**src/rtl/data_mem_port.sv**
```systemverilog
// data_mem_port: load/store responder for the single-cycle RISC-V datapath.
// Byte/half/word accesses on a little-endian word array, with sign/zero
// extension on loads and error responses for misaligned or illegal accesses.
module data_mem_port #(
    parameter int DEPTH = 64
) (
    input  logic        clk,
    input  logic        rst,
    input  logic        req_valid,
    output logic        req_ready,
    input  logic        mr,
    input  logic        mwrite,
    input  logic [2:0]  funct3,
    input  logic [31:0] addr,
    input  logic [31:0] wdata,
    output logic [31:0] rdata,
    output logic        resp_valid,
    output logic        resp_err
);

    localparam int AW = $clog2(DEPTH);

    localparam logic [2:0] IDLE      = 3'd0;
    localparam logic [2:0] LOAD_RD   = 3'd1;
    localparam logic [2:0] LOAD_RSP  = 3'd2;
    localparam logic [2:0] STORE_ACK = 3'd3;
    localparam logic [2:0] ERR_ACK   = 3'd4;

    logic [2:0]    state;
    logic [2:0]    state_nxt;
    logic [31:0]   mem [DEPTH];
    logic [AW-1:0] widx;
    logic          accept;
    logic          is_load;
    logic          is_store;
    logic          f3_ok;
    logic          align_ok;
    logic          req_err;
    logic          do_load;
    logic          do_store;
    logic [3:0]    be;
    logic [31:0]   wlanes;
    logic [31:0]   ld_word;
    logic [2:0]    ld_f3;
    logic [1:0]    ld_lane;
    logic [31:0]   ld_shifted;
    logic [31:0]   ld_ext;
    logic          unused_addr_bits;

    // Upper address bits fold away so the array wraps modulo its byte size.
    assign widx             = addr[AW+1:2];
    assign unused_addr_bits = ^addr[31:AW+2];

    assign is_load  = mr && !mwrite;
    assign is_store = mwrite && !mr;
    assign accept   = req_valid && req_ready && (mr || mwrite);
    assign do_load  = accept && is_load && !req_err;
    assign do_store = accept && is_store && !req_err;

    // Legality check: direction, funct3 encoding and natural alignment.
    always_comb begin
        f3_ok    = 1'b0;
        align_ok = 1'b1;
        case (funct3)
            3'b000, 3'b001, 3'b010: f3_ok = 1'b1;
            3'b100, 3'b101:         f3_ok = is_load;
            default:                f3_ok = 1'b0;
        endcase
        case (funct3[1:0])
            2'b01:   align_ok = !addr[0];
            2'b10:   align_ok = (addr[1:0] == 2'b00);
            default: align_ok = 1'b1;
        endcase
        req_err = !(is_load || is_store) || !f3_ok || !align_ok;
    end

    // Store lane steering: alignment is already guaranteed, so one byte
    // shift places byte, half and word data in their lanes.
    always_comb begin
        wlanes = wdata << {addr[1:0], 3'b000};
        case (funct3[1:0])
            2'b00:   be = 4'b0001 << addr[1:0];
            2'b01:   be = 4'b0011 << addr[1:0];
            default: be = 4'b1111;
        endcase
    end

    // Array write with byte enables; contents are deliberately not reset.
    always_ff @(posedge clk) begin
        if (do_store) begin
            for (int b = 0; b < 4; b++) begin
                if (be[b]) begin
                    mem[widx][8*b +: 8] <= wlanes[8*b +: 8];
                end
            end
        end
    end

    // Capture the addressed word and access shape when a load is accepted.
    always_ff @(posedge clk) begin
        if (rst) begin
            ld_word <= '0;
            ld_f3   <= '0;
            ld_lane <= '0;
        end else if (do_load) begin
            ld_word <= mem[widx];
            ld_f3   <= funct3;
            ld_lane <= addr[1:0];
        end
    end

    // Lane extract and sign/zero extension of the latched word.
    always_comb begin
        ld_shifted = ld_word >> {ld_lane, 3'b000};
        case (ld_f3)
            3'b000:  ld_ext = {{24{ld_shifted[7]}}, ld_shifted[7:0]};
            3'b001:  ld_ext = {{16{ld_shifted[15]}}, ld_shifted[15:0]};
            3'b100:  ld_ext = {24'b0, ld_shifted[7:0]};
            3'b101:  ld_ext = {16'b0, ld_shifted[15:0]};
            default: ld_ext = ld_shifted;
        endcase
    end

    // Load result register: only a completed load changes it.
    always_ff @(posedge clk) begin
        if (rst) begin
            rdata <= '0;
        end else if (state == LOAD_RD) begin
            rdata <= ld_ext;
        end
    end

    // State register.
    always_ff @(posedge clk) begin
        if (rst) begin
            state <= IDLE;
        end else begin
            state <= state_nxt;
        end
    end

    // Next-state decode: every response state lasts one cycle.
    always_comb begin
        state_nxt = state;
        case (state)
            IDLE: begin
                if (accept) begin
                    if (req_err)      state_nxt = ERR_ACK;
                    else if (is_load) state_nxt = LOAD_RD;
                    else              state_nxt = STORE_ACK;
                end
            end
            LOAD_RD:   state_nxt = LOAD_RSP;
            LOAD_RSP:  state_nxt = IDLE;
            STORE_ACK: state_nxt = IDLE;
            ERR_ACK:   state_nxt = IDLE;
            default:   state_nxt = IDLE;
        endcase
    end

    // Handshake outputs are masked by reset so a pending response is dropped.
    assign req_ready  = (state == IDLE) && !rst;
    assign resp_valid = ((state == LOAD_RSP) || (state == STORE_ACK) ||
                         (state == ERR_ACK)) && !rst;
    assign resp_err   = (state == ERR_ACK) && !rst;

endmodule

```
**config.mk**
```make
export PLATFORM = sky130hd
export DESIGN_NAME = data_mem_port
export DESIGN_NICKNAME = d
export VERILOG_FILES = /design/src/rtl/data_mem_port.sv
export SDC_FILE = /design/constraint.sdc
export NUM_CORES = 2
export LEC_CHECK = 0
export CELL_PAD_IN_SITES_DETAIL_PLACEMENT = 0
export CELL_PAD_IN_SITES_GLOBAL_PLACEMENT = 1
export CORE_MARGIN = 4
export CORE_UTILIZATION = 30
export CTS_CLUSTER_DIAMETER = 30
export DETAILED_ROUTE_END_ITERATION = 8
export PLACE_DENSITY_LB_ADDON = 0.1
export RECOVER_POWER = 25
export SLEW_MARGIN = 25
export SYNTH_ARGS = -nofsm -noshare
export SYNTH_HDL_FRONTEND = slang
export SYNTH_SLANG_ARGS = --single-unit
export TNS_END_PERCENT = 30
```
**constraint.sdc**
```tcl
create_clock -name clk -period 11.4 [get_ports clk]
set_input_delay 3.42 -clock clk [delete_from_list [all_inputs] [get_ports clk]]
set_output_delay 3.42 -clock clk [all_outputs]
set_load 0.05 [all_outputs]
```
# [Word-level counts from Yosys, hierarchy flattened]
# Memories as Yosys holds them, arrays and structs flattened. A register that Yosys moved wholly into a read port is not among the register bits.
# Index checks and enable logic that the tools add are counted.
[word_totals] mem_bits_rw=2048 register_bits=40 elab_cells=75 memories=1 output_inout_bits=35 in_bits=72
[op_classes] eq_ne=14 n_reduce_logical=32 muxes=20 shift=4
[mem_list] name="mem" depth=64 width=32 read_ports=1 rd_ports_with_merged_regs=1 write_ports=1 line="31" rtl="logic [31:0] mem [DEPTH];"
[ops] cell="$pmux 32 s4" n=1
[ops] cell="$shl 32x5->32" n=1
[ops] cell="$shr 32x5->32" n=1
[ops] cell="$eq 3x3->1 const B" n=5
[ops] cell="$mux 1" n=12
[ops] cell="$logic_and 1x1->1" n=11
[ops] cell="$eq 3x1->1 const B" n=3
[ops] cell="$eq 3x2->1 const B" n=3
[ops] cell="$logic_not 3->1" n=3
[ops] cell="$logic_not 1->1" n=8
[ops] cell="$pmux 4 s2" n=1
[ops] cell="$logic_or 1x1->1" n=6
[ops] cell="$mux 3" n=2
[ops] cell="$pmux 3 s2" n=1
[ops] cell="$logic_not 2->1" n=2
[ops] cell="$pmux 1 s2" n=2
[ops] cell="$shl 1x2->4 const A" n=1
[ops] cell="$shl 2x2->4 const A" n=1
[ops] cell="$reduce_or 3->1" n=1
[ops] cell="$eq 2x1->1 const B" n=1
[ops] cell="$eq 2x2->1 const B" n=1
[ops] cell="$mux 2" n=1
[ops] cell="$ne 2x2->1 const B" n=1
[ops] cell="$reduce_or 2->1" n=1

# [Logic depth before layout (Yosys ltp)]
[depth] depth_word=10 ltp_mapped=11 mapped_depth_nobuf=8

# [Worst setup path before layout]
# OpenSTA, ideal clock, no wires.
[synth_timing] kind="input -> output" from="input port rst" to="output port resp_err" t_arrival_ps=5464 path_stages=3 n_path_buf=2 path_slack_ps=2516 required_time_ps=7980 cell_sequence="clkbuf_1 > clkbuf_1 > nor4b_1"
[synth_between] elab_chain_cells=2
[synth_lines] element="start, declared" line="8" rtl="input logic rst,"
[synth_lines] element="$logic_not 1->1" line="165" rtl="assign resp_err = (state == ERR_ACK) && !rst;"
[synth_lines] element="$logic_and 1x1->1" line="165"
[synth_lines] element="end, declared" line="18" rtl="output logic resp_err"
# Every way passes these cells.

# [Worst setup path after layout]
[layout_timing] from="input port rst" to="output port resp_valid"
[layout_between] elab_chain_cells=2
[layout_lines] element="$logic_not 1->1" line="164" rtl="(state == ERR_ACK)) && !rst;"
[layout_lines] element="$logic_and 1x1->1" line="164"
[layout_lines] element="end, declared" line="17" rtl="output logic resp_valid,"
# Every way passes these cells.

==> impl_metrics.env <==
export IMPL_outcome="finished, violations left"
export IMPL_violations="max-capacitance violations, max-slew violations"
export IMPL_cp_max_fo=54
export IMPL_tns_ps=0
export IMPL_yosysSeqAreaShare=0.757
export IMPL_seqCellArea_sq_um=62900
export IMPL_port_buffers=82
export IMPL_grt_overflow_total=0
export IMPL_power_total_mw=24.3
export IMPL_end_kind="output pin"
export IMPL_slew_headroom=-1.54
export IMPL_clock_root_buffer="clkbuf_16"
export IMPL_fillers=25700
export IMPL_hold_path_class="reg2reg"
export IMPL_finalHoldViolCount=0
export IMPL_maxCapViolCount=26
export IMPL_vias=49700
export IMPL_async_reset_ff_frac=0
export IMPL_ir_drop_mv=0.120
export IMPL_ctsHoldBuffers=0
export IMPL_cts_htree_levels=6
export IMPL_vias_per_cell=5.28
export IMPL_fin_crit_sh=0.878
export IMPL_io_pins=107
export IMPL_fin_skew_ps=49.2
export IMPL_die_w_microns=535
export IMPL_multi_input_area_sq_um=19000
export IMPL_postCtsSetupBuffers=0
export IMPL_syn_to_final_growth_pct=27.6
export IMPL_synthCells=4865
export IMPL_layout_setup_ws_ps=1390
export IMPL_synth_edff_count=2048
export IMPL_wl_microns=323000
export IMPL_ys_ff_latch=2120
export IMPL_die_area_sq_um=286000
export IMPL_start_util=0.301
export IMPL_start_kind="primary input"
export IMPL_postLayoutCoreUtil=0.384
export IMPL_period_needed_ps=10010
export IMPL_fp_dieH_microns=535
export IMPL_row_count=193
export IMPL_synth_ff_type="edfxtp_1"
export IMPL_path_clk_slew_ps=40
export IMPL_drc=0
export IMPL_cts_buffer_depth=4
export IMPL_cts_resized=0
export IMPL_cp_slowest_cell="clkbuf_1"
export IMPL_yosysWarnings=0
export IMPL_antenna_found_initial=33
export IMPL_syn_avg_cell_area_sq_um=17.1
export IMPL_worst_slew_pin_slew_ps=3810
export IMPL_dp_slack_ps=2480
export IMPL_first_pass_iters=5
export IMPL_grt_start_max_net_pins=94
export IMPL_dp_hpwl_microns=189000
export IMPL_drt_iter0_drc=4792
export IMPL_cp_required_ps=7980
export IMPL_fin_nets=5350
export IMPL_setup_violations=0
export IMPL_leakage_nw=34.5
export IMPL_drtAntennaViolNets=0
export IMPL_power_density_nw_per_um2=229
export IMPL_grt_setup_unrepaired="no"
export IMPL_layout_drive_gt1_share=0.218
export IMPL_core_area_sq_um=276000
export IMPL_arrival_ps=6590
export IMPL_max_freq_mhz=99.9
export IMPL_synth_most_common_cell="edfxtp_1"
export IMPL_synth_distinct_cells=67
export IMPL_netlist_area_sq_um=83200
export IMPL_place_gp_congestion=0.796
export IMPL_synthesis_nets=4943
export IMPL_cts_sinks=2120
export IMPL_yosysTopAreaCell="edfxtp_1"
export IMPL_crit_chain="clkbuf_1, buf_4, nor2_1, clkdlybuf4s50_1"
export IMPL_numCtsBuffers=535
export IMPL_grt_pass1_vias=50000
export IMPL_cts_tree="built"
export IMPL_worstSkewPairLatency_ps=900
export IMPL_grt_pass1_wl_microns=436000
export IMPL_ys_top_cells_by_area="edfxtp_1, mux2i_1, mux4_2"
export IMPL_holdWs_ps=459
export IMPL_cp_top_family="buffers and inverters"
export IMPL_wl_per_cell_microns=34.3
export IMPL_crit_type="in2out"
export IMPL_synth_common_cells="edfxtp_1, nor2_1, mux2i_1"
export IMPL_slew_viol_final=1563
export IMPL_grt_usage=0.220
export IMPL_synth_top_area_share=0.739
export IMPL_cpPeakStageDelay_ps=1380
export IMPL_crit_buf_inv=3
worst register-to-register path: stages (launching register included):
cell       delay [ps]
dfxtp_1           360
nor4_1            470
nand3b_1          310
a2111oi_0        1360
nand2_1           210
a21o_2            270
buf_4             340
nor2_1           1100
layout make-up:
class	count	share of cell area
clock inverter	314	0.0314
inverter	10	0.000413
sequential	2120	0.593
tap	3705	0.0437
timing repair buffer	221	0.0180
multi-input combinational	2384	0.179
clock buffer	647	0.134
antenna	11	0.000259
state kept, by name, indices dropped and copies added, names as in the netlist:
name,count
ld_f3,3
rdata,32
mem,2048
state,3
ld_word,32
ld_lane,2
path summary, 6_finish.rpt:
kind / start / to / slack (ps) / cells past startpoint
min: rdata[7] / rdata[7] / 460 / 2
min reg2reg: rdata[7] / rdata[7] / 460 / 2
max: rst / resp_valid / 1390 / 4
max reg2reg: state[2] / mem[44][22] / 6590 / 7
where the power goes:
part	switching [mW]	total [mW]	leakage [nW]	internal, mW
logic	0.729	0.971	7.10	0.242
clock network	4.57	14.7	8.53	10.2
registers	0.00464	8.65	18.8	8.64
total	5.30	24.3	34.5	19.0
layout by cell type, fill, tap and decap left out, drive strengths merged, types with 10 or more instances in the layout:
cell           count
edfxtp          2048
clkbuf           672
nor2             436
mux2i            427
a221oi           254
nand2            202
clkinv           199
a22oi            171
mux4             132
buf              120
o21ai            107
a21oi            103
o22ai             97
mux2              77
clkdlybuf4s50     76
dfxtp             72
bufinv            60
nand3             56
a211oi            42
clkinvlp          34
inv               31
a22o              28
nor3              27
o211ai            22
nor2b             20
a311oi            16
a221o             15
and2              14
a31oi             13
diode             11
nand4             10
o31a              10
kinds of logic after synthesis:
kind of cell,count (synthesis),synth area share
buffers and inverters,361,0.0209
muxes,636,0.0976
DFF,2120,0.757
AOI/OAI and AO/OA,942,0.0835
and+or+nand+nor,800,0.0404
adders and majority gates,6,0.000903
metrics by stage:
stage	cell area [sq um]	std cells
4_1_cts	106000	9401
3_5_place_dp	88600	8440
2_1_floorplan	83200	4865
3_3_place_gp	88500	8440
6_report	106000	9412
5_1_grt	106000	9402
routing by layer:
layer	wire length (microns)	vias up	part of all wire	GRT usage
li1	-	20800	-	-
met1	145000	26500	0.45	0.311
met2	147000	1913	0.46	0.342
met3	20100	486	0.062	0.0399
met4	11000	10	0.034	0.0765
met5	63	-	0.00020	0
No activity file was read; power rests on OpenSTA's default activity.
